==> config.mk <==
export PLATFORM = sky130hd
export DESIGN_NAME = fe_mem_bridge_flat
export DESIGN_NICKNAME = d
export VERILOG_FILES = /design/src/rtl/fe_mem_bridge_if.sv /design/src/rtl/fe_mem_bridge.sv /design/src/flat_wrapper.sv
export SDC_FILE = /design/constraint.sdc
export NUM_CORES = 1
export LEC_CHECK = 0
export CAP_MARGIN = 10
export CORE_ASPECT_RATIO = 1.1
export CORE_MARGIN = 3
export CORE_UTILIZATION = 30
export DETAILED_ROUTE_END_ITERATION = 16
export DONT_BUFFER_PORTS = 1
export PLACE_DENSITY = 0.41
export SLEW_MARGIN = 15
export SYNTH_ARGS = -nofsm -noshare
export SYNTH_HDL_FRONTEND = slang
export SYNTH_SLANG_ARGS = --single-unit
==> constraint.sdc <==
create_clock -name clk -period 9.35 [get_ports clk]
set_clock_uncertainty 0.1 [all_clocks]
set_input_delay 0.4675 -clock clk [delete_from_list [all_inputs] [get_ports clk]]
set_output_delay 0.4675 -clock clk [all_outputs]
set_load 0.02 [all_outputs]
==> src/rtl/fe_mem_bridge_if.sv <==
// Signal bundle between the FE driver, the bridge and target memory.
// The bridge takes the slave view; the driver/memory environment takes the master view.
interface fe_mem_bridge_if #(
    parameter int ADDR_W = 11,
    parameter int LANES  = 8,
    parameter int DATA_W = 16
);
    localparam int LW = $clog2(LANES);

    logic                      fe_valid;
    logic                      fe_rst_in;
    logic [LANES-1:0]          fe_we;
    logic [ADDR_W-1:0]         fe_addr;
    logic [LANES*DATA_W-1:0]   fe_data;
    logic                      fe_busy;
    logic                      fe_rep_valid;
    logic [LANES*DATA_W-1:0]   fe_rep_data;
    logic                      tgt_rst;
    logic                      mem_valid;
    logic                      mem_ready;
    logic                      mem_we;
    logic [ADDR_W+LW-1:0]      mem_addr;
    logic [DATA_W-1:0]         mem_wdata;
    logic                      mem_rvalid;
    logic [DATA_W-1:0]         mem_rdata;

    modport slave (
        input  fe_valid, fe_rst_in, fe_we, fe_addr, fe_data,
        input  mem_ready, mem_rvalid, mem_rdata,
        output fe_busy, fe_rep_valid, fe_rep_data, tgt_rst,
        output mem_valid, mem_we, mem_addr, mem_wdata
    );

    modport master (
        output fe_valid, fe_rst_in, fe_we, fe_addr, fe_data,
        output mem_ready, mem_rvalid, mem_rdata,
        input  fe_busy, fe_rep_valid, fe_rep_data, tgt_rst,
        input  mem_valid, mem_we, mem_addr, mem_wdata
    );
endinterface

==> src/rtl/fe_mem_bridge.sv <==
// Executes an 8-lane FE request lane by lane on a one-lane valid/ready memory port,
// gathers read data into a lane-ordered reply, and turns FE reset commands into a timed pulse.
module fe_mem_bridge #(
    parameter int ADDR_W     = 11,
    parameter int LANES      = 8,
    parameter int DATA_W     = 16,
    parameter int RST_CYCLES = 4
) (
    input  logic           clk,
    input  logic           rstn,
    fe_mem_bridge_if.slave bus
);
    localparam int LW = $clog2(LANES);
    localparam int CW = $clog2(RST_CYCLES + 1);
    localparam logic [LW-1:0] LAST_LANE = LW'(LANES - 1);
    localparam logic [CW-1:0] RST_LOAD  = CW'(RST_CYCLES - 1);

    typedef enum logic [2:0] {IDLE, TRST, ISSUE, RWAIT, DONE} state_t;

    state_t                  state_reg;
    logic [LW-1:0]           lane_reg;
    logic [CW-1:0]           rst_cnt_reg;
    logic [LANES-1:0]        we_reg;
    logic [ADDR_W-1:0]       addr_reg;
    logic [LANES*DATA_W-1:0] data_reg;
    logic [LANES*DATA_W-1:0] shadow_reg;
    logic [LANES*DATA_W-1:0] rep_data_reg;
    logic                    busy_reg;
    logic                    rep_valid_reg;
    logic                    tgt_rst_reg;
    logic                    mem_valid_reg;
    logic                    mem_we_reg;
    logic [ADDR_W+LW-1:0]    mem_addr_reg;
    logic [DATA_W-1:0]       mem_wdata_reg;

    logic [DATA_W-1:0]       data_lane [LANES];
    logic [LANES*DATA_W-1:0] shadow_next;
    logic [DATA_W-1:0]       lane_value;
    logic [LW-1:0]           lane_inc;
    logic                    last_lane;
    logic                    accept;

    // Writes echo their own data into the reply; reads store what memory returned.
    assign lane_value = (state_reg == ISSUE) ? data_lane[lane_reg] : bus.mem_rdata;
    assign lane_inc   = lane_reg + LW'(1);
    assign last_lane  = (lane_reg == LAST_LANE);
    assign accept     = mem_valid_reg && bus.mem_ready;

    generate
        for (genvar gi = 0; gi < LANES; gi++) begin : g_lane
            assign data_lane[gi] = data_reg[gi*DATA_W +: DATA_W];
            assign shadow_next[gi*DATA_W +: DATA_W] =
                (lane_reg == LW'(gi)) ? lane_value : shadow_reg[gi*DATA_W +: DATA_W];
        end
    endgenerate

    always_ff @(posedge clk or negedge rstn) begin
        if (!rstn) begin
            state_reg     <= IDLE;
            lane_reg      <= '0;
            rst_cnt_reg   <= '0;
            we_reg        <= '0;
            addr_reg      <= '0;
            data_reg      <= '0;
            shadow_reg    <= '0;
            rep_data_reg  <= '0;
            busy_reg      <= 1'b0;
            rep_valid_reg <= 1'b0;
            tgt_rst_reg   <= 1'b0;
            mem_valid_reg <= 1'b0;
            mem_we_reg    <= 1'b0;
            mem_addr_reg  <= '0;
            mem_wdata_reg <= '0;
        end else begin
            rep_valid_reg <= 1'b0;
            case (state_reg)
                IDLE: begin
                    if (bus.fe_valid) begin
                        busy_reg <= 1'b1;
                        lane_reg <= '0;
                        addr_reg <= bus.fe_addr;
                        if (bus.fe_rst_in) begin
                            state_reg   <= TRST;
                            tgt_rst_reg <= 1'b1;
                            rst_cnt_reg <= RST_LOAD;
                        end else begin
                            state_reg     <= ISSUE;
                            we_reg        <= bus.fe_we;
                            data_reg      <= bus.fe_data;
                            mem_valid_reg <= 1'b1;
                            mem_we_reg    <= bus.fe_we[0];
                            mem_addr_reg  <= {bus.fe_addr, {LW{1'b0}}};
                            mem_wdata_reg <= bus.fe_data[DATA_W-1:0];
                        end
                    end
                end
                TRST: begin
                    if (rst_cnt_reg == '0) begin
                        tgt_rst_reg   <= 1'b0;
                        state_reg     <= DONE;
                        rep_valid_reg <= 1'b1;
                    end else begin
                        rst_cnt_reg <= rst_cnt_reg - CW'(1);
                    end
                end
                ISSUE: begin
                    if (accept) begin
                        if (mem_we_reg) begin
                            shadow_reg <= shadow_next;
                            if (last_lane) begin
                                mem_valid_reg <= 1'b0;
                                state_reg     <= DONE;
                                rep_valid_reg <= 1'b1;
                                rep_data_reg  <= shadow_next;
                            end else begin
                                lane_reg      <= lane_inc;
                                mem_we_reg    <= we_reg[lane_inc];
                                mem_addr_reg  <= {addr_reg, lane_inc};
                                mem_wdata_reg <= data_lane[lane_inc];
                            end
                        end else begin
                            mem_valid_reg <= 1'b0;
                            state_reg     <= RWAIT;
                        end
                    end
                end
                RWAIT: begin
                    if (bus.mem_rvalid) begin
                        shadow_reg <= shadow_next;
                        if (last_lane) begin
                            state_reg     <= DONE;
                            rep_valid_reg <= 1'b1;
                            rep_data_reg  <= shadow_next;
                        end else begin
                            lane_reg      <= lane_inc;
                            state_reg     <= ISSUE;
                            mem_valid_reg <= 1'b1;
                            mem_we_reg    <= we_reg[lane_inc];
                            mem_addr_reg  <= {addr_reg, lane_inc};
                            mem_wdata_reg <= data_lane[lane_inc];
                        end
                    end
                end
                DONE: begin
                    busy_reg  <= 1'b0;
                    state_reg <= IDLE;
                end
                default: state_reg <= IDLE;
            endcase
        end
    end

    assign bus.fe_busy      = busy_reg;
    assign bus.fe_rep_valid = rep_valid_reg;
    assign bus.fe_rep_data  = rep_data_reg;
    assign bus.tgt_rst      = tgt_rst_reg;
    assign bus.mem_valid    = mem_valid_reg;
    assign bus.mem_we       = mem_we_reg;
    assign bus.mem_addr     = mem_addr_reg;
    assign bus.mem_wdata    = mem_wdata_reg;
endmodule
==> src/flat_wrapper.sv <==
// flat-port wrapper written by rule: the top's interface ports become plain ports
module fe_mem_bridge_flat 
#(
    parameter int ADDR_W     = 11,
    parameter int LANES      = 8,
    parameter int DATA_W     = 16,
    parameter int RST_CYCLES = 4
)
  (clk, rstn, bus_fe_valid, bus_fe_rst_in, bus_fe_we, bus_fe_addr, bus_fe_data, bus_mem_ready, bus_mem_rvalid, bus_mem_rdata, bus_fe_busy, bus_fe_rep_valid, bus_fe_rep_data, bus_tgt_rst, bus_mem_valid, bus_mem_we, bus_mem_addr, bus_mem_wdata);
  fe_mem_bridge_if #(.ADDR_W(ADDR_W), .LANES(LANES), .DATA_W(DATA_W)) bus_i ();
  input  logic clk;
  input  logic rstn;
  input wire logic [$bits(bus_i.fe_valid)-1:0] bus_fe_valid;
  input wire logic [$bits(bus_i.fe_rst_in)-1:0] bus_fe_rst_in;
  input wire logic [$bits(bus_i.fe_we)-1:0] bus_fe_we;
  input wire logic [$bits(bus_i.fe_addr)-1:0] bus_fe_addr;
  input wire logic [$bits(bus_i.fe_data)-1:0] bus_fe_data;
  input wire logic [$bits(bus_i.mem_ready)-1:0] bus_mem_ready;
  input wire logic [$bits(bus_i.mem_rvalid)-1:0] bus_mem_rvalid;
  input wire logic [$bits(bus_i.mem_rdata)-1:0] bus_mem_rdata;
  output wire logic [$bits(bus_i.fe_busy)-1:0] bus_fe_busy;
  output wire logic [$bits(bus_i.fe_rep_valid)-1:0] bus_fe_rep_valid;
  output wire logic [$bits(bus_i.fe_rep_data)-1:0] bus_fe_rep_data;
  output wire logic [$bits(bus_i.tgt_rst)-1:0] bus_tgt_rst;
  output wire logic [$bits(bus_i.mem_valid)-1:0] bus_mem_valid;
  output wire logic [$bits(bus_i.mem_we)-1:0] bus_mem_we;
  output wire logic [$bits(bus_i.mem_addr)-1:0] bus_mem_addr;
  output wire logic [$bits(bus_i.mem_wdata)-1:0] bus_mem_wdata;
  assign bus_i.fe_valid = bus_fe_valid;
  assign bus_i.fe_rst_in = bus_fe_rst_in;
  assign bus_i.fe_we = bus_fe_we;
  assign bus_i.fe_addr = bus_fe_addr;
  assign bus_i.fe_data = bus_fe_data;
  assign bus_i.mem_ready = bus_mem_ready;
  assign bus_i.mem_rvalid = bus_mem_rvalid;
  assign bus_i.mem_rdata = bus_mem_rdata;
  assign bus_fe_busy = bus_i.fe_busy;
  assign bus_fe_rep_valid = bus_i.fe_rep_valid;
  assign bus_fe_rep_data = bus_i.fe_rep_data;
  assign bus_tgt_rst = bus_i.tgt_rst;
  assign bus_mem_valid = bus_i.mem_valid;
  assign bus_mem_we = bus_i.mem_we;
  assign bus_mem_addr = bus_i.mem_addr;
  assign bus_mem_wdata = bus_i.mem_wdata;
  fe_mem_bridge #(.ADDR_W(ADDR_W), .LANES(LANES), .DATA_W(DATA_W), .RST_CYCLES(RST_CYCLES)) u_core (.clk(clk), .rstn(rstn), .bus(bus_i));
endmodule
; Word-level counts from Yosys, hierarchy flattened
; Cells that the tools add are included.
[totals]
ff_bits = 447
in_bits = 169
out_inout_bits = 163
word_cells = 150
[op_classes]
add_sub_neg = 2
magnitude_cmp = 3
n_eq_ne = 21
n_mux = 87
bitwise = 3
reduce_logical = 19
[ops]
columns = op, count
row1 = 2-to-1 mux 128 bit, 7
row2 = case mux 128 bit (2 select lines), 2
row3 = 2-to-1 mux 16 bit, 19
row4 = binary-select mux 16 bit (select 3 bit), 2
row5 = 2-to-1 mux 14 bit, 6
row6 = case mux 16 bit (3 select lines), 1
row7 = 2-to-1 mux 3 bit, 15
row8 = case mux 14 bit (3 select lines), 1
row9 = 2-to-1 mux 1 bit, 24
row10 = == test 3 bit (second input constant), 5
row11 = == test 3 x 2 -> 1 bit (second input constant), 4
row12 = != test 2 bit (second input constant), 6
row13 = case mux 3 bit (4 select lines), 1
row14 = AND reduction 4 bit, 3
row15 = AND reduction 6 bit, 2
row16 = AND reduction 5 bit, 2
row17 = logical NOT 3 bit, 3
row18 = case mux 1 bit (3 select lines), 3
row19 = case mux 3 bit (3 select lines), 1
row20 = greater-or-equal comparator 4 bit (second input constant), 2
row21 = NOT 3 -> 4 bit, 2
row22 = AND reduction 7 bit, 1
row23 = == test 3 x 1 -> 1 bit (second input constant), 2
row24 = != test 2 x 1 -> 1 bit (second input constant), 3
row25 = other kinds (14), 18

; Longest topological paths before layout
; Gate-level depths: netlist of run 1.
[logic_depth]
ltp_word = 10
ltp_mapped = 11
ltp_nobuf = 6

; Worst setup path after synthesis of run 1
; Ideal clock, no wire load.
[synth_timing]
path_kind = register -> register
from = register u_core.lane_reg[0]
to = register u_core.mem_wdata_reg[10], in the netlist u_core.bus.mem_wdata[10]
setup_time_ns = 0.125
arrival_ns = 2.796
required_ns = 9.125
setup_slack_ns = 6.329
stages_incl_launch_ff = 12
path_buffers = 5
synth_period_minus_slack_ns = 3.021
path_cell_list = dfrtp_1 buf_2 buf_2 buf_2 inv_1 ha_1 buf_4 buf_2 mux4_2 mux2i_1 a21oi_1 mux2_2
[synth_via]
elab_chain_cells = 9
word_cells_on_any_way = 11
cone_classes = add/sub (1) / eq/ne (1) / mux (8) / bitwise (1)
[synth_rtl]
columns = element, line_no
row1 = "start, declared", fe_mem_bridge.sv:21  ; logic [LW-1:0] lane_reg;
row2 = "start signal, assigned", fe_mem_bridge.sv:116  ; lane_reg <= lane_inc;
row3 = "start signal, assigned", fe_mem_bridge.sv:135  ; lane_reg <= lane_inc;
row4 = adder 3 x 1 -> 3 bit, fe_mem_bridge.sv:45  ; assign lane_inc = lane_reg + LW'(1);
row5 = NOT 3 -> 4 bit (not written as such), "fe_mem_bridge.sv:119, fe_mem_bridge.sv:140"
row6 = binary-select mux 16 bit (select 3 bit), "fe_mem_bridge.sv:119, fe_mem_bridge.sv:140"
row7 = 2-to-1 mux 16 bit (not written as such) (2 in series), "fe_mem_bridge.sv:119, fe_mem_bridge.sv:140"
row8 = 2-to-1 mux 16 bit (*), "fe_mem_bridge.sv:110, fe_mem_bridge.sv:130"
row9 = 2-to-1 mux 16 bit, fe_mem_bridge.sv:108  ; if (mem_we_reg) begin
row10 = 2-to-1 mux 16 bit, fe_mem_bridge.sv:107  ; if (accept) begin
row11 = case mux 16 bit (3 select lines) (*), fe_mem_bridge.sv:76  ; case (state_reg)
row12 = "end signal, assigned", fe_mem_bridge.sv:93  ; mem_wdata_reg <= bus.fe_data[DATA_W-1:0];
row13 = "end signal, assigned", fe_mem_bridge.sv:119  ; mem_wdata_reg <= data_lane[lane_inc];
row14 = "end signal, assigned", fe_mem_bridge.sv:140  ; mem_wdata_reg <= data_lane[lane_inc];
row15 = "end, declared", fe_mem_bridge.sv:34  ; logic [DATA_W-1:0] mem_wdata_reg;
; Every way passes the cells marked *; elsewhere a longest branch is shown, timed or not. The select of a mux whose other input is x is not followed.
; A chain may end at the register's enable or synchronous reset.

; Worst setup path after layout of run 1
[layout_timing]
from = register u_core.lane_reg[0]
to = register u_core.rep_data_reg[69], in the netlist u_core.bus.fe_rep_data[69]
[layout_via]
elab_chain_cells = 10
word_cells_on_any_way = 13
cone_classes = eq/ne (2) / mux (10) / bitwise (1)
[layout_rtl]
columns = element, line_no
row1 = NOT 3 -> 4 bit (not written as such), fe_mem_bridge.sv:44  ; assign lane_value = (state_reg == ISSUE) ? data_lane[lane_reg] : bus.mem_rdata;
row2 = binary-select mux 16 bit (select 3 bit), fe_mem_bridge.sv:44
row3 = 2-to-1 mux 16 bit (not written as such) (2 in series), fe_mem_bridge.sv:44
row4 = 2-to-1 mux 16 bit, fe_mem_bridge.sv:44
row5 = 2-to-1 mux 16 bit, fe_mem_bridge.sv:53  ; (lane_reg == LW'(gi)) ? lane_value : shadow_reg[gi*DATA_W +: DATA_W];
row6 = 2-to-1 mux 128 bit (*), "fe_mem_bridge.sv:110, fe_mem_bridge.sv:130"
row7 = 2-to-1 mux 128 bit, fe_mem_bridge.sv:108
row8 = 2-to-1 mux 128 bit, fe_mem_bridge.sv:107
row9 = case mux 128 bit (2 select lines) (*), fe_mem_bridge.sv:76
row10 = "end signal, assigned", fe_mem_bridge.sv:114  ; rep_data_reg <= shadow_next;
row11 = "end signal, assigned", fe_mem_bridge.sv:133  ; rep_data_reg <= shadow_next;
row12 = "end, declared", fe_mem_bridge.sv:27  ; logic [LANES*DATA_W-1:0] rep_data_reg;
; Marks and branches as above.

==> results.txt, run 1 <==
I/O pin cnt: 332
Final routed wire length divided by cell count: 26.5 microns
Floorplan Core Area: 66600 sq um
Post-synth top cells: sky130_fd_sc_hd__dfrtp_1, sky130_fd_sc_hd__mux2_2, sky130_fd_sc_hd__nor2_1
Worst reg-to-reg path cell count: 7
Global-route wire length before repair: 104000 microns
Net count of the finished layout: 1914
Number of enable-type register cells in the synthesized netlist: 0
Number of cells on the critical path: 7
Worst reg2reg path endpoint: u_core.bus.fe_rep_data[69]
Switch Pwr: 2820 uW
Most prevalent standard cell on the critical path: sky130_fd_sc_hd__ha_1
Switch share: 0.366
RSZ-0062 raised after global routing: no
Launch point of the worst reg-to-reg path: u_core.lane_reg[0]
Worst slew pin tran: 1990 ps
Height of the die: 279 microns
Layout cell share with drive strength beyond 1: 0.226
Reg clk slew, reported paths: 60 ps
Die ar.: 70700 sq um
Distinct cell type count after synthesis: 65
Syn Inst Count: 1635
Data required time at the worst endpoint: 9740 ps
Die Span X: 254 microns
Avg Inst Size Synth: 12.4 sq um
Cell type contributing the most total cell area after synthesis: sky130_fd_sc_hd__dfrtp_1
Clock period minus final worst setup slack: 4170 ps
Starting density of the core: 0.304
Design area: 24200 sq um
Hold WS: -559 ps
Most common flop cell mapped by yosys: sky130_fd_sc_hd__dfrtp_1
GRT Residual Overflow: 0
Gate family responsible for the most delay along the worst path: compound AO/OA/AOI/OAI gates
Areal power density over the cells: 319 nW/um^2
Result of the run: finished, violations left
Number of nets still failing antenna checks after routing: 0
Total placed instance area: 20800 sq um
Root cell of the clock tree: sky130_fd_sc_hd__clkbuf_16
Sequential cell area fraction in the yosys report: 0.532
Yosys warning count: 0
Iteration-0 DRC count of the detailed router: 1028
Antenna violations before repair: 10
Sinks on Clock Net: 431
Synthesis-to-finish area growth: 19.4%
Vias in the first global route: 14800
Capturing element type of the critical path: flip-flop
Clock H-tree levels: 2
Relative max-transition margin: -0.330
Flops & latches, synth: 431
Fraction of post-synthesis cell area in the top cell type by area: 0.532
Violated checks: negative hold slack, max-slew violations
Cell-by-cell listing of the critical path: ha_1, ha_1, nand3b_4, a21o_4, buf_4, a21oi_2, a221o_1
Type of element launching the critical path: flip-flop
Final weighted congestion in routability-driven placement: 0.781
Share of the clock period used by the worst path after layout: 0.446
Delay of the slowest cell on the worst path: 950 ps
Number of I/O port buffers: 0
Max FO, Critical Path: 93
Count of standard-cell rows: 99
Clock buffer depth: 3
Crit-path slowest cell: sky130_fd_sc_hd__buf_4
CTS tree: built
Post-CTS Resized: 0
Reg-to-reg setup timing slack: 5180 ps
Share of synthesized flip-flops with an asynchronous set or reset: 1.00
Cell with the most instances after synthesis: sky130_fd_sc_hd__dfrtp_1
Critical path origin: u_core.lane_reg[0]
Largest voltage drop on the vdd net: 0.184 mV
Aggregate negative setup slack: 0 ps
Final setup violation count: 0
Global router's overall resource usage: 0.197
Category of the most critical setup path: reg2reg
Clock share of power: 0.265
Achievable frequency: 0.240 GHz
Final WL: 69800 microns
Final HPWL DP: 46800 microns
Reported leakage power: 0.0104 uW
Number of slew-limit violations in the final report: 173
Remaining routing DRC violations: 0
Vias per cell: 5.41
CP Capture Point: u_core.bus.fe_rep_data[69]
Post-synth net total: 1813
Routed via count: 14300
Pre-antenna DRT Iters: 7
Cts-stage hold buffer count: 165
WP data arrival: 4560 ps
Num CTS Buffers: 51
Min-Delay Path Class: in2async
Final hold violation count: 431
Int Pwr: 4880 uW
Clock latency at the later pin of the worst-skew pair: 620 ps
Count of max-cap constraint violations: 0
Relative contribution of sequential cells to total power: 0.396
Combinational cell fraction of total power: 0.339
Synth area leaders: sky130_fd_sc_hd__dfrtp_1, sky130_fd_sc_hd__mux2_2, sky130_fd_sc_hd__a22o_1
Number of setup buffers added after CTS: 0
Number of buffer and inverter stages on the critical path: 1
Post-synthesis cell area: 20300 sq um
Largest net degree at the start of global routing: 432
## metal layers
metal / vias to the layer above / GRT usage / routed length (microns)
li1: 6338 / - / -
met1: 7385 / 0.275 / 31400
met2: 452 / 0.304 / 31400
met3: 73 / 0.0559 / 5580
met4: 2 / 0.0422 / 1390
met5: - / 0 / 8
## layout by cell type, fill, tap and decap left out, types with 3 or more instances in the layout
cell and n:
sky130_fd_sc_hd__nor2_1 152, sky130_fd_sc_hd__mux2i_1 53, sky130_fd_sc_hd__o41ai_1 3, sky130_fd_sc_hd__dlygate4sd3_1 165, sky130_fd_sc_hd__nand3_1 17, sky130_fd_sc_hd__a22o_1 112
sky130_fd_sc_hd__mux2_2 201, sky130_fd_sc_hd__a21oi_1 133, sky130_fd_sc_hd__mux4_2 33, sky130_fd_sc_hd__mux2_4 9, sky130_fd_sc_hd__dfrtp_1 430, sky130_fd_sc_hd__o31a_1 16
sky130_fd_sc_hd__bufinv_16 4, sky130_fd_sc_hd__clkbuf_16 51, sky130_fd_sc_hd__o31ai_1 3, sky130_fd_sc_hd__clkbuf_8 9, sky130_fd_sc_hd__clkbuf_1 8, sky130_fd_sc_hd__a221o_1 96
sky130_fd_sc_hd__nand2_1 89, sky130_fd_sc_hd__o21ai_1 14, sky130_fd_sc_hd__o21ai_0 4, sky130_fd_sc_hd__o211ai_2 13, sky130_fd_sc_hd__buf_4 21, sky130_fd_sc_hd__ha_1 8
sky130_fd_sc_hd__nand2b_1 7, sky130_fd_sc_hd__inv_1 10, sky130_fd_sc_hd__nor3_2 7, sky130_fd_sc_hd__a21oi_2 6, sky130_fd_sc_hd__a211oi_4 6, sky130_fd_sc_hd__nor2b_1 4
sky130_fd_sc_hd__diode_2 8, sky130_fd_sc_hd__a2111o_1 3, sky130_fd_sc_hd__clkinv_2 10, sky130_fd_sc_hd__o211ai_1 3, sky130_fd_sc_hd__o22ai_1 17
## area by class of cell
cell class                 count  area [sq um]
clock inverter                19           267
antenna                        8          20.0
fill                        6544         42400
timing repair buffer         187          1820
clock buffer                  68          1430
multi-input combinational   1052          8750
tap                          858          1070
inverter                      13          48.8
sequential                   431         10800
## logic make-up (layout without fill, tap and decap cells)
family,count (synthesis),after routing,synth area share
buffers and inverters,152,287,0.0408
AO/OA/AOI/OAI,446,446,0.172
adder cells (fa/ha/maj),9,9,0.00556
AND/OR/NAND/NOR,301,301,0.0677
other,0,8,0
multiplexers,296,296,0.181
flip-flops,431,431,0.532
## per-stage QoR
stage	setup slack, ps	hold slack (ps)	total power [uW]	util	instances
2_1_floorplan	6330	71.9	4910	-	1635
3_3_place_gp	5200	95.7	5590	0.312	2375
3_5_place_dp	5080	97.5	5650	0.312	2375
4_1_cts	5050	-575	7810	0.363	2627
5_1_grt	4940	-590	8190	0.363	2635
6_report	5180	-559	7710	0.363	2636
## how the worst min path moves through the flow
stage | to | slack (ps)
2_1_floorplan | u_core.addr_reg[0] | 70
3_3_place_gp | u_core.bus.fe_rep_data[114] | 100
3_5_place_dp | u_core.bus.fe_rep_data[117] | 100
4_1_cts | u_core.bus.fe_rep_data[62] | -580
5_1_grt | u_core.bus.fe_rep_data[117] | -590
6_report | u_core.bus.fe_rep_data[117] | -560
## power groups by stage
| stage | sequential, uW | clock (uW) | combinational [uW] |
|---|---|---|---|
| floorplan | 2860 | 0 | 2050 |
| global placement | 3070 | 0 | 2520 |
| detailed placement | 3090 | 0 | 2560 |
| CTS | 3060 | 2110 | 2640 |
| global route | 3150 | 2180 | 2860 |
| finish | 3050 | 2050 | 2610 |
No activity file was read; power rests on OpenSTA's default activity.
==> run 2: changes to the inputs <==
Settings changed: PLACE_DENSITY 0.41 to 0.42.
Clock period 9.35 ns to 3.6 ns, I/O delays scaled along.
==> run 2 against run 1 <==
The flow finishes with violations (negative hold slack); wire length up 4.0%; final area up 2.0%; sequential power rose to 2.6 times the previous value; maximum frequency up 29%; core utilization up 0.74 points; first-iteration DRC count up 8.7%; count of clock-buffer cells in the layout up 10; non-clock buffer count up 46; flip-flop and latch count unchanged; cell count up 1.9%; critical endpoint is now u_core.shadow_reg[49].
==> results.txt, run 2 (synthesized netlist as in run 1, its figures left out) <==
Result of the run: finished, violations left
Violated checks: negative hold slack
Min-Delay Path Class: in2async
Delay of the slowest cell on the worst path: 840 ps
Clock latency at the later pin of the worst-skew pair: 630 ps
Global-route wire length before repair: 107000 microns
Reg clk slew, reported paths: 60 ps
Achievable frequency: 0.310 GHz
Count of standard-cell rows: 99
WP data arrival: 3570 ps
Type of element launching the critical path: flip-flop
Sinks on Clock Net: 431
Clock buffer depth: 3
Post-CTS Resized: 0
Iteration-0 DRC count of the detailed router: 1117
Worst slew pin tran: 1060 ps
Fill cell count: 6506
Number of setup buffers added after CTS: 0
Cell-by-cell listing of the critical path: inv_1, ha_1, clkinv_1, a211o_1, nand2_1, o21ai_0
Final routed wire length divided by cell count: 27.0 microns
Num CTS Buffers: 50
Pre-antenna DRT Iters: 7
Share of the clock period used by the worst path after layout: 0.897
Final non-filler cell total: 2685
Remaining routing DRC violations: 0
I/O pin cnt: 332
Layout cell share with drive strength beyond 1: 0.240
Gate family responsible for the most delay along the worst path: compound AO/OA/AOI/OAI gates
Cts-stage hold buffer count: 177
Data required time at the worst endpoint: 3950 ps
Reg-to-reg setup timing slack: 370 ps
Number of buffer and inverter stages on the critical path: 2
Final weighted congestion in routability-driven placement: 0.760
Crit-path slowest cell: sky130_fd_sc_hd__a211o_1
Number of I/O port buffers: 0
Worst reg2reg path endpoint: u_core.shadow_reg[49]
Areal power density over the cells: 828 nW/um^2
Leading cell type in the layout, fill and taps excluded: sky130_fd_sc_hd__dfrtp_1
RSZ-0062 raised after global routing: no
Net count of the finished layout: 1959
Die Span X: 254 microns
Largest voltage drop on the vdd net: 0.460 mV
Launch point of the worst reg-to-reg path: u_core.lane_reg[2]
Root cell of the clock tree: sky130_fd_sc_hd__clkbuf_16
Capturing element type of the critical path: flip-flop
Hold WS: -857 ps
Vias in the first global route: 15000
Vias per cell: 5.38
Number of slew-limit violations in the final report: 0
Die ar.: 70700 sq um
Antenna violations before repair: 6
Height of the die: 279 microns
Reported leakage power: 0.0106 uW
Routed via count: 14500
Worst reg-to-reg path cell count: 6
Number of nets still failing antenna checks after routing: 0
Final hold violation count: 431
GRT Residual Overflow: 0
Clock period minus final worst setup slack: 3230 ps
Most used cells in the layout excluding fill and tap cells: sky130_fd_sc_hd__dfrtp_1, sky130_fd_sc_hd__mux2_2, sky130_fd_sc_hd__dlygate4sd3_1
CTS tree: built
Final setup violation count: 0
Category of the most critical setup path: reg2reg
Synthesis-to-finish area growth: 21.9%
Final HPWL DP: 49500 microns
Final WL: 72600 microns
Floorplan Core Area: 66600 sq um
Critical path origin: u_core.lane_reg[2]
Total power: 20500 uW
Global router's overall resource usage: 0.203
Count of max-cap constraint violations: 0
Largest net degree at the start of global routing: 432
Aggregate negative setup slack: 0 ps
Final design utilization: 0.371
Max FO, Critical Path: 32
Starting density of the core: 0.304
Clock H-tree levels: 2
CP Capture Point: u_core.shadow_reg[49]
Relative max-transition margin: 0.295
Number of cells on the critical path: 6
Placed cells: 2410
run 2: layout make-up:
cell class,instances,area [sq um],share of cell area
diodes,5,12.5,0.000507
clock buffers,78,1520,0.0614
clock inverters,15,233,0.00942
inverters,13,48.8,0.00198
multi-input cells,1052,8740,0.354
flip-flops and latches,431,10800,0.437
well taps,858,1070,0.0435
repair buffers,233,2280,0.0923
run 2: metal layers:
layer  part of all wire  GRT usage  vias to the layer above
li1                   -          -                     6451
met2               0.47      0.326                      444
met4              0.018     0.0413                        0
met1               0.45      0.281                     7491
met3              0.066     0.0478                       64
met5                  0          0                        -
run 2: report_power, final:
group          switching (uW)  total, uW  leakage [uW]  internal [uW]
Sequential               1540       7950       0.00552           6410
Clock                    2220       5350      0.000846           3130
Combinational            3710       7150       0.00426           3440
Total                    7470      20500        0.0106          13000
run 2: how the worst min path moves through the flow:
| stage | from | end | slack (ps) | depth (start not counted) |
|---|---|---|---|---|
| finish | rstn | u_core.bus.fe_rep_data[118] | -860 | 0 |
| global route | rstn | u_core.bus.fe_rep_data[117] | -880 | 0 |
| CTS | rstn | u_core.bus.fe_rep_data[43] | -880 | 0 |
| detailed placement | rstn | u_core.shadow_reg[43] | -200 | 0 |
| global placement | rstn | u_core.bus.fe_rep_data[118] | -190 | 0 |
| floorplan | rstn | u_core.addr_reg[0] | -220 | 0 |
run 2: stage by stage:
stage	area, sq um	setup WS, ps
6_report	24700	370
3_5_place_dp	21200	365
2_1_floorplan	20300	579
4_1_cts	24700	353
3_3_place_gp	21200	433
5_1_grt	24700	191
run 2: worst reg2reg max path, delay by kind of cell (launching register included):
family	cells	cell delay, ps
AO/OA/AOI/OAI	2	950
adder cells (fa/ha/maj)	1	300
buffers and inverters	2	900
flip-flops	1	590
AND/OR/NAND/NOR	1	230
==> run 3: changes to the inputs <==
Settings changed: ABC_AREA from default to 1, SLEW_MARGIN 15 to 20.
==> run 3 against run 2 <==
The flow still finishes with violations (negative hold slack); via count grew 32%; hold slack gained 49 ps; synthesized area grew 3.7%; critical endpoint is now u_core.data_reg[21]; highest routed layer is now met5.
==> results.txt, run 3 <==
Result of the run: finished, violations left
Violated checks: negative hold slack
Hold WS: -808 ps
Die ar.: 73200 sq um
Min-Delay Path Class: in2async
Global-route wire length before repair: 124000 microns
Cts-stage hold buffer count: 186
Antenna violations before repair: 4
Share of the clock period used by the worst path after layout: 0.827
Vias in the first global route: 18700
CTS tree: built
Data required time at the worst endpoint: 3980 ps
Final HPWL DP: 54200 microns
Max FO, Critical Path: 39
Relative max-transition margin: 0.151
Design area: 25400 sq um
Reported leakage power: 0.0131 uW
Highest Signal Layer: met5
GRT Residual Overflow: 0
Number of nets still failing antenna checks after routing: 0
Switch share: 0.409
Clock H-tree levels: 2
Distinct cell type count after synthesis: 28
Number of slew-limit violations in the final report: 0
Int Pwr: 12300 uW
Floorplan Core Area: 69300 sq um
Number of I/O port buffers: 0
Net count of the finished layout: 2995
Root cell of the clock tree: sky130_fd_sc_hd__clkbuf_16
Crit-path slowest cell: sky130_fd_sc_hd__dlygate4sd3_1
Sequential cell area fraction in the yosys report: 0.513
Final design utilization: 0.367
Count of standard-cell rows: 101
Syn Inst Count: 2704
Clock latency at the later pin of the worst-skew pair: 600 ps
I/O pin cnt: 332
Worst slew pin tran: 1270 ps
Type of element launching the critical path: flip-flop
Relative contribution of sequential cells to total power: 0.355
Post-synth net total: 2882
Clock buffer depth: 3
Routed via count: 19000
Met3 wire length: 5360 microns
Capturing element type of the critical path: flip-flop
Total placed instance area: 21800 sq um
Share of synthesized flip-flops with an asynchronous set or reset: 1.00
Synth area leaders: sky130_fd_sc_hd__dfrtp_1, sky130_fd_sc_hd__nand2_1, sky130_fd_sc_hd__nand3_1
Final WS setup: 624 ps
Post-synthesis cell area: 21000 sq um
Fraction of post-synthesis cell area in the top cell type by area: 0.513
Clock share of power: 0.262
Iteration-0 DRC count of the detailed router: 1714
Achievable frequency: 0.336 GHz
Clock period minus final worst setup slack: 2980 ps
Aggregate negative setup slack: 0 ps
Final setup violation count: 0
Most used cells in the layout excluding fill and tap cells: sky130_fd_sc_hd__nand2_1, sky130_fd_sc_hd__nand3_1, sky130_fd_sc_hd__dfrtp_1
Synthesis-to-finish area growth: 20.8%
Category of the most critical setup path: reg2reg
Starting density of the core: 0.303
Number of enable-type register cells in the synthesized netlist: 0
Pre-antenna DRT Iters: 5
RSZ-0062 raised after global routing: no
Height of the die: 284 microns
Final WL: 83000 microns
Cell type contributing the most total cell area after synthesis: sky130_fd_sc_hd__dfrtp_1
Areal power density over the cells: 819 nW/um^2
Number of setup buffers added after CTS: 0
Cell with the most instances after synthesis: sky130_fd_sc_hd__nand2_1
Largest net degree at the start of global routing: 432
Global router's overall resource usage: 0.223
Final hold violation count: 431
Post-synth top cells: sky130_fd_sc_hd__nand2_1, sky130_fd_sc_hd__nand3_1, sky130_fd_sc_hd__dfrtp_1
Final routed wire length divided by cell count: 21.9 microns
Most common flop cell mapped by yosys: sky130_fd_sc_hd__dfrtp_1
Num CTS Buffers: 51
Cell-by-cell listing of the critical path: inv_2, nand3_1, nor2_1, nand2_4, buf_4, nor2_1, dlygate4sd3_1, a21oi_1, dlygate4sd3_1
Die Span X: 258 microns
Post-Place Worst Slack: 794 ps
Met2 Routed Length: 37700 microns
Final weighted congestion in routability-driven placement: 0.859
Post-CTS Resized: 0
Sinks on Clock Net: 431
WP data arrival: 3350 ps
Reg clk slew, reported paths: 60 ps
Reg area: 10800 sq um
Largest voltage drop on the vdd net: 0.448 mV
Delay of the slowest cell on the worst path: 560 ps
Flops & latches, synth: 431
Met1 layer wirelength in the final routing: 37100 microns
Yosys warning count: 0
Combinational cell fraction of total power: 0.383
Area of combinational cells with multiple inputs: 8740 sq um
Leading cell type in the layout, fill and taps excluded: sky130_fd_sc_hd__nand2_1
Fill cell count: 7255
Avg Inst Size Synth: 7.77 sq um
Count of max-cap constraint violations: 0
Layout cell share with drive strength beyond 1: 0.0918
Switch Pwr: 8510 uW
Vias per cell: 5.03
Remaining routing DRC violations: 0
## run 3: logic make-up (layout without fill, tap and decap cells)
logic type      count (synthesis)  in the layout  synth area share
compound gates                303            303            0.0724
fa+ha+maj                       9              9           0.00536
buf+inv                       344            495            0.0714
flops                         431            431             0.513
mux                             7              7           0.00375
other cells                     0              2                 0
simple gates                 1610           1610             0.334
## run 3: worst paths after layout
kind | cells after the start | to | slack [ps] | from
min in group clk | 3 | u_core.data_reg[39] | 30 | bus_fe_valid
hold reg to reg | 2 | u_core.shadow_reg[38] | 370 | u_core.shadow_reg[38]
hold / removal | 0 | u_core.data_reg[4] | -810 | rstn
max in group asynchronous | 0 | u_core.shadow_reg[91] | 3180 | rstn
setup / recovery | 9 | u_core.data_reg[21] | 620 | u_core.state_reg[0]
setup reg to reg | 9 | u_core.data_reg[21] | 620 | u_core.state_reg[0]
## run 3: cell type report
class | instances | share of cell area
inverter | 180 | 0.0268
clock inverter | 17 | 0.00887
multi-input combinational | 1929 | 0.344
tap | 927 | 0.0457
timing repair buffer | 224 | 0.0890
clock buffer | 74 | 0.0600
sequential | 431 | 0.425
antenna | 2 | 0.000197
## run 3: worst max-delay path: cells and delay by family (launching register included)
kind	cells	cell delay, ps
flip-flops	1	500
buffers and inverters	4	1550
AO/OA/AOI/OAI	1	40
AND/OR/NAND/NOR	4	660
## run 3: power by group through the flow
stage                     Sequential, uW  Combinational, uW  Clock (uW)
final                               7370               7960        5450
after global routing                7530               8940        5780
after CTS                           7360               7970        5620
after detailed placement            7430               7600           0
after global placement              7400               7490           0
after floorplan                     7130               5370           0
## run 3: metal layers
metal / up-vias / GRT usage
met5: - / 0
met4: 4 / 0.0751
met3: 132 / 0.0460
met2: 581 / 0.348
met1: 9386 / 0.308
li1: 8917 / -
## run 3: stage by stage
stage               cells  power [uW]
finish               3784       20800
global route         3784       22300
CTS                  3782       20900
detailed placement   3505       15000
global placement     3505       14900
floorplan            2704       12500
